### src/rtl/stopwatch_pkg.sv
// Shared types and helpers for the BCD stopwatch: FSM states, BCD digit type
// and the four-digit decimal increment.
package stopwatch_pkg;

  localparam int NUM_DIGITS = 4;

  typedef logic [3:0] digit_t;
  typedef digit_t [NUM_DIGITS-1:0] bcd4_t;

  localparam digit_t BCD_MAX = 4'd9;

  typedef enum logic [1:0] {
    ST_IDLE  = 2'd0,
    ST_RUN   = 2'd1,
    ST_PAUSE = 2'd2
  } sw_state_t;

  // Ripple-carry decimal increment; MSB of the result is the 9999->0000 wrap.
  function automatic logic [16:0] bcd_inc(input bcd4_t v);
    bcd4_t r;
    logic  c;
    r = v;
    c = 1'b1;
    for (int i = 0; i < NUM_DIGITS; i++) begin
      if (c) begin
        if (v[i] >= BCD_MAX) begin
          r[i] = '0;
        end else begin
          r[i] = v[i] + 4'd1;
          c    = 1'b0;
        end
      end
    end
    return {c, r};
  endfunction

endpackage

### src/rtl/key_debounce.sv
// Push-button front end: synchronizer, stable-level debounce and a one-cycle
// press pulse on the debounced released->pressed transition.
module key_debounce #(
  parameter int DEBOUNCE_CYCLES = 1000000,
  parameter int SYNC_STAGES     = 2
) (
  input  logic clk,
  input  logic rst,
  input  logic key_n,
  output logic press
);

  localparam int CW = $clog2(DEBOUNCE_CYCLES + 1);
  localparam logic [CW-1:0] CNT_LAST = CW'(DEBOUNCE_CYCLES - 1);

  logic [SYNC_STAGES-1:0] sync_q;
  logic                   sync_out;
  logic                   db_n;
  logic [CW-1:0]          cnt;
  logic [CW-1:0]          arm_cnt;
  logic                   armed;

  assign sync_out = sync_q[SYNC_STAGES-1];

  always_ff @(posedge clk) begin
    if (rst) begin
      sync_q <= '1;
    end else begin
      sync_q[0] <= key_n;
      for (int i = 1; i < SYNC_STAGES; i++) sync_q[i] <= sync_q[i-1];
    end
  end

  // A key must be seen released for a full debounce window after reset before
  // presses are honoured, so a key held through reset stays silent until re-pressed.
  // This relies on DEBOUNCE_CYCLES exceeding SYNC_STAGES.
  always_ff @(posedge clk) begin
    if (rst) begin
      arm_cnt <= '0;
      armed   <= 1'b0;
    end else if (!armed) begin
      if (!sync_out) begin
        arm_cnt <= '0;
      end else if (arm_cnt == CNT_LAST) begin
        armed <= 1'b1;
      end else begin
        arm_cnt <= arm_cnt + 1'b1;
      end
    end
  end

  always_ff @(posedge clk) begin
    if (rst) begin
      db_n  <= 1'b1;
      cnt   <= '0;
      press <= 1'b0;
    end else begin
      press <= 1'b0;
      if (sync_out == db_n) begin
        cnt <= '0;
      end else if (cnt == CNT_LAST) begin
        db_n  <= sync_out;
        cnt   <= '0;
        press <= armed && !sync_out;
      end else begin
        cnt <= cnt + 1'b1;
      end
    end
  end

endmodule

### src/rtl/bcd_stopwatch.sv
// Four-digit BCD stopwatch: start/pause and clear keys drive an IDLE/RUN/PAUSE
// FSM; the count advances on tick while running and flags the 9999 wrap.
module bcd_stopwatch
  import stopwatch_pkg::*;
#(
  parameter int DEBOUNCE_CYCLES = 1000000,
  parameter int SYNC_STAGES     = 2
) (
  input  logic        clk,
  input  logic        rst,
  input  logic        tick,
  input  logic        key_start_n,
  input  logic        key_clear_n,
  output logic [15:0] bcd,
  output logic        running,
  output logic        overflow
);

  logic [1:0] press_ev;
  logic       start_ev;
  logic       clear_ev;
  sw_state_t  state;
  bcd4_t      bcd_q;
  bcd4_t      inc_val;
  logic       inc_wrap;

  key_debounce #(
    .DEBOUNCE_CYCLES(DEBOUNCE_CYCLES),
    .SYNC_STAGES    (SYNC_STAGES)
  ) u_key [1:0] (
    .clk  (clk),
    .rst  (rst),
    .key_n({key_clear_n, key_start_n}),
    .press(press_ev)
  );

  assign start_ev = press_ev[0];
  assign clear_ev = press_ev[1];

  assign {inc_wrap, inc_val} = bcd_inc(bcd_q);
  assign bcd = bcd_q;

  // Counting keys off the registered state, so the tick in the cycle RUN is
  // left still counts and the one in the cycle RUN is entered does not.
  always_ff @(posedge clk) begin
    if (rst) begin
      state    <= ST_IDLE;
      bcd_q    <= '0;
      running  <= 1'b0;
      overflow <= 1'b0;
    end else begin
      if (state == ST_RUN && tick) begin
        bcd_q <= inc_val;
        if (inc_wrap) overflow <= 1'b1;
      end
      case (state)
        ST_RUN: begin
          if (start_ev) begin
            state   <= ST_PAUSE;
            running <= 1'b0;
          end
        end
        default: begin
          if (clear_ev) begin
            state    <= ST_IDLE;
            bcd_q    <= '0;
            overflow <= 1'b0;
            running  <= 1'b0;
          end else if (start_ev) begin
            state   <= ST_RUN;
            running <= 1'b1;
          end
        end
      endcase
    end
  end

endmodule

### config.mk
export PLATFORM = sky130hd
export DESIGN_NAME = bcd_stopwatch
export DESIGN_NICKNAME = d
export VERILOG_FILES = /design/src/rtl/stopwatch_pkg.sv /design/src/rtl/key_debounce.sv /design/src/rtl/bcd_stopwatch.sv
export SDC_FILE = /design/constraint.sdc
export NUM_CORES = 1
export LEC_CHECK = 0
export BUFFER_PORTS_ARGS = -buffer_cell sky130_fd_sc_hd__buf_4
export CAP_MARGIN = 25
export CORE_MARGIN = 2
export CORE_UTILIZATION = 30
export DETAILED_ROUTE_END_ITERATION = 6
export PLACE_DENSITY_LB_ADDON = 0.2
export SLEW_MARGIN = 15
export SYNTH_ARGS = -nofsm -noshare
export SYNTH_HDL_FRONTEND = slang
export SYNTH_HIERARCHICAL = 1
export SYNTH_SLANG_ARGS = --single-unit
### constraint.sdc
create_clock -name clk -period 1.76 [get_ports clk]
set_input_delay 0.352 -clock clk [delete_from_list [all_inputs] [get_ports clk]]
set_output_delay 0.352 -clock clk [all_outputs]
set_load 0.03 [all_outputs]
* After elaboration in Yosys (flattened, before gate mapping)
Index checks and enable logic that the tools add are counted.
** Storage, ports and cells
- Latch bits :: 0
- Bits in read-only memories :: 0
- Word-level logic and storage cells :: 101
- Memories kept :: 0
- Bits in writable memories :: 0
- Bits in registers :: 110
** Cells by class
- Add/sub/neg operators :: 8
- Muxes and demuxes :: 39
- Multipliers :: 0
- Shifts and indexed selects :: 0
- Order comparisons :: 4
- Divide/modulo/power cells :: 0
- Bitwise gates (word level) :: 6
- Eq/ne operators :: 10
- Reductions and logical operators :: 15
** Operators by type and width (number)
- $add 20x1->20 const B :: 4
- $eq 20x20->1 const B :: 4
- $mux 20 :: 4
- $mux 16 :: 3
- $mux 4 :: 7
- $mux 1 :: 21
- $add 4x1->4 const B :: 4
- $ge 4x4->1 const B :: 4
- $reduce_or 3->1 :: 4
- $reduce_and 2->1 :: 5
- $mux 2 :: 4
- $not 1->1 :: 6
- $ne 2x2->1 const B :: 2
- $logic_and 1x1->1 :: 3
- $eq 1x1->1 :: 2
- $eq 2x1->1 const B :: 1
- $logic_not 1->1 :: 2
- $ne 2x1->1 const B :: 1
- $reduce_bool 2->1 :: 1

* Logic depth before layout (Yosys ltp)
- Depth after elaboration :: 9
- Gate-level depth with buffers :: 8
- Mapped depth without buffers :: 6

* Modules after synthesis
Netlist, hierarchy kept.
** Modules (own cells, without submodules)
- key_debounce :: sequential area each 900.9 sq um, instances 2, area each 2198.4 sq um, cells each 259
- bcd_stopwatch :: sequential area each 380.4 sq um, instances 1, area each 1079.8 sq um, cells each 118

* Worst setup path before layout
Ideal clock, no wire load.
- Kind :: flip-flop to flip-flop
- Start :: register bcd_q (netlist bit bcd[5])
- End :: register bcd_q (netlist bit bcd[15])
- Data required time :: 1641 ps
- Data arrival time :: 1844 ps
- Setup time :: 119 ps
- Slack :: -203 ps
- Clock period less this slack :: 1963 ps
- Stages on the path, launching flop included :: 8
- Cell sequence :: dfxtp_1 inv_1 ha_1 or3b_2 nand2_1 buf_2 nor4_1 o221a_1
** On the way
- Longest elaborated chain between the ends :: 8
** RTL lines
- start, declared :: RTL line bcd_stopwatch.sv:23 : bcd4_t bcd_q;
- start signal, assigned :: RTL line bcd_stopwatch.sv:53 : bcd_q <= inc_val;
- $ge 4x4->1 (*) :: RTL line stopwatch_pkg.sv:26 : if (v[i] >= BCD_MAX) begin
- $mux 1 (*) :: RTL line stopwatch_pkg.sv:26
- $mux 1 (*) (2 in series) :: RTL line stopwatch_pkg.sv:25 : if (c) begin
- $mux 4 (*) :: RTL line stopwatch_pkg.sv:25
- $mux 16 (*) :: RTL line bcd_stopwatch.sv:52 : if (state == ST_RUN && tick) begin
- $mux 16 :: RTL line bcd_stopwatch.sv:64 : if (clear_ev) begin
- $mux 16 (*) :: RTL line bcd_stopwatch.sv:56 : case (state)
Mark *: on every way between the ends. The rest lies on a longest branch, timed or not.
A chain may end at the register's enable or synchronous reset.

* Worst setup path in the final report
- Start :: register u_key[1].arm_cnt[1]
- End :: register u_key[1].arm_cnt[18]
** On the way
- Longest elaborated chain between the ends :: 3
** RTL lines
- start, declared :: RTL line key_debounce.sv:20 : logic [CW-1:0] arm_cnt;
- start signal, assigned :: RTL line key_debounce.sv:47 : arm_cnt <= arm_cnt + 1'b1;
- $add 20x1->20 / $eq 20x20->1 (equally long branches) :: RTL line key_debounce.sv:47, key_debounce.sv:44
- $mux 20 / $ne 2x2->1 (equally long branches)
- $mux 20 / $reduce_and 2->1 (equally long branches)
Parallel ways exist; a longest one is shown, timed or not. The select of a mux whose other input is x is not followed.

==> metrics <==
failing checks=setup timing; clock latency on the worst-skew pair=0.36 ns; final worst setup slack=-0.02473 ns; Synth Warn #=6; worst path bufs/invs=0; H-tree levels=3; area occupied by multi-input gates=3251 um2; row cnt=49; Max Cap Violations=0; worst-margin pin slew=0.5405 ns; worst-case clock skew=0.009069 ns; Crit path top cell by count=and4_4; CTS tree=done; I/O pins=23; layout cells sized above 1=0.2555; Hold Worst Slack=0.1836 ns; routed length per placed instance=13.51 um; status=finished with violations; top_reg_cell synth=dfxtp_1; clock-pin slew on the worst setup and hold paths=0.08 ns; deepest clock path buffer count=2; RSZ-0062 raised after global routing=yes; Pwr Density=725.2 nW/um2; grt total ovfl=0; startpoint types=flip-flop; most common cell after layout, fill and taps aside=buf_4; critical path fanouts, max=8; CP endpoint kind=flip-flop; Max Fclk=560.3 MHz; leakage power figure=0.002614 uW; Initial Util=0.3049; family with the most delay on the worst path=simple AND/OR/NAND/NOR gates; Die Y-Extent=139.1 um; register area=2223 um2; Placed Area=6354 um2; Synth Register Bits=109; Cells after Synth=636; Post-synth ARST share=0; commonest non-fill, non-tap cells in the layout=buf_4 (101), dfxtp_1 (90), nor2_1 (76); final net count=744; port bufs=22; # placed instances=926; WP data required=2.05 ns; Tightest Hold Check Type=input pin to flip-flop; Crit path largest cell delay=0.48 ns; Antenna diodes=0; dominant cells by area after synthesis=dfxtp_1 (40%), nor2_1 (5.2%), xor2_1 (4.6%), nand3_1 (4.5%), nand2_1 (3.7%); largest net degree at the start of global routing=28; synthesized area=5477 um2; Final Util=0.3894; Yosys cell types=53; CTS Root Cell=clkbuf_16; CP Class=flip-flop to flip-flop; Num CTS Buffers=9; # fillers=1,801; core area=17,960 um2; Design Area, Final=6994 um2; r2r setup slk=-0.02 ns; antenna violations before repair=0; Tcrit/Tclk final=1.014; VDD IR-drop max=633.1 uV; drc violations=0; antenna viol nets, final=0; Syn Nets=657; GPL Wtd Cong=0.8315; fin crit period=1.785 ns; Post-Route WL=12.93 mm; EDFF count, synth=0; Area Overhead vs Synth=27.71%; total negative setup slack=-0.03684 ns; dpl hpwl=8.670 mm; Seq/Total Area, Yosys=0.3984; Relative slew margins=0.6389; drt pass-1 iters=4; # setup viols final=4; vias in the first global route=4,689; die width=139.1 um; initial drt markers=255; DIE AREA=19,350 um2; clock sink count=109; CP cell instances=ha_4 > and4_4 > and4_4 > a41o_4 > or4_1 > o22ai_2; DR vias=4,925; Avg Synthesized Cell Area=8.611 um2; Max Transition Viols Final=0; total track usage=0.1347; Synth top area share=0.3984; final hold vios=0; Critical Path AT=2.07 ns; non-filler cells, final=957; top cell type by total area after synthesis=dfxtp_1; critical path's slowest cell=or4_1; via density per instance=5.146; first-pass GRT wire length=21.82 mm
-- per-layer routing --
metal,track usage,up-vias,routed length (um)
li1,-,2489,-
met1,0.1678,2340,6073
met2,0.2261,77,6188
met3,0.03073,19,412
met4,0.05316,0,251
met5,0,-,0
-- through the flow --
step           worst slack [ns]  power (uW)
2_1_floorplan          0.005565        2641
3_3_place_gp           -0.05470        2701
3_5_place_dp           -0.06905        2706
4_1_cts                -0.02022        5154
5_1_grt                -0.09579        5269
6_report               -0.02473        5073
-- registers in the layout, summed over array words and instances, names as in the netlist --
signal and cells:
overflow 1, u_key/sync_q 4, u_key/arm_cnt 40, state 2, u_key/db_n 2, u_key/armed 2, bcd 16, u_key/press 2
u_key/cnt 40
-- synth_stat cells, drive strengths merged (2+ instances only) --
cell type	count
dfxtp	109
nor2	76
nand2	54
nand3	49
xor2	29
nand4	27
a21oi	24
inv	19
clkbuf	18
a31oi	17
o21ai	17
ha	16
or4	16
and4	14
nor3	13
nor4	13
buf	12
and3	11
xnor2	11
a22oi	9
mux2i	7
nor2b	7
mux2	6
nor3b	6
nand3b	5
o21a	5
or3	5
a41oi	4
nand2b	4
nor4b	4
o22ai	4
o31ai	4
or2	4
a21o	3
a211o	2
a41o	2
nand4b	2
-- report_power, final --
group | internal [uW] | total, uW | switching, uW
Clock | 1420 | 2430 | 1010
Combinational | 70.1 | 159 | 88.7
Sequential | 2470 | 2490 | 14.7
-- what timing repair did --
item | CTS | global route
gates cloned | 2 | 0
pin swaps | 12 | 17
setup endpoints to repair | 16 | 41
buffers inserted | 4 | 9
hold buffers | 0 | 0
gates resized for setup | 7 | 35
-- area by class of cell --
class / count / area share
Clock buffer: 9 / 0.03220
Tap cell: 229 / 0.04097
Sequential cell: 109 / 0.3179
Multi-Input combinational cell: 480 / 0.4648
Clock inverter: 7 / 0.01825
Inverter: 19 / 0.01020
Timing Repair Buffer: 104 / 0.1157
-- path summary, 6_finish.rpt --
kind         cells past startpoint                             start                                 to
max                              6  u_key[1]/arm_cnt[1]$_SDFFE_PP0P_  u_key[1]/arm_cnt[18]$_SDFFE_PP0P_
min                              2                       key_start_n      u_key[0]/sync_q[0]$_SDFF_PP1_
max reg2reg                      6  u_key[1]/arm_cnt[1]$_SDFFE_PP0P_  u_key[1]/arm_cnt[18]$_SDFFE_PP0P_
min reg2reg                      1     u_key[1]/sync_q[0]$_SDFF_PP1_      u_key[1]/sync_q[1]$_SDFF_PP1_
-- logic make-up after synthesis --
family | share of synthesized area
flip-flops | 0.3984
buffers and inverters | 0.04204
AND/OR/NAND/NOR | 0.3121
XOR/XNOR | 0.06397
AO/OA/AOI/OAI | 0.1218
multiplexers | 0.02513
adder cells (fa/ha/maj) | 0.03655
No activity file was read; power rests on OpenSTA's default activity.
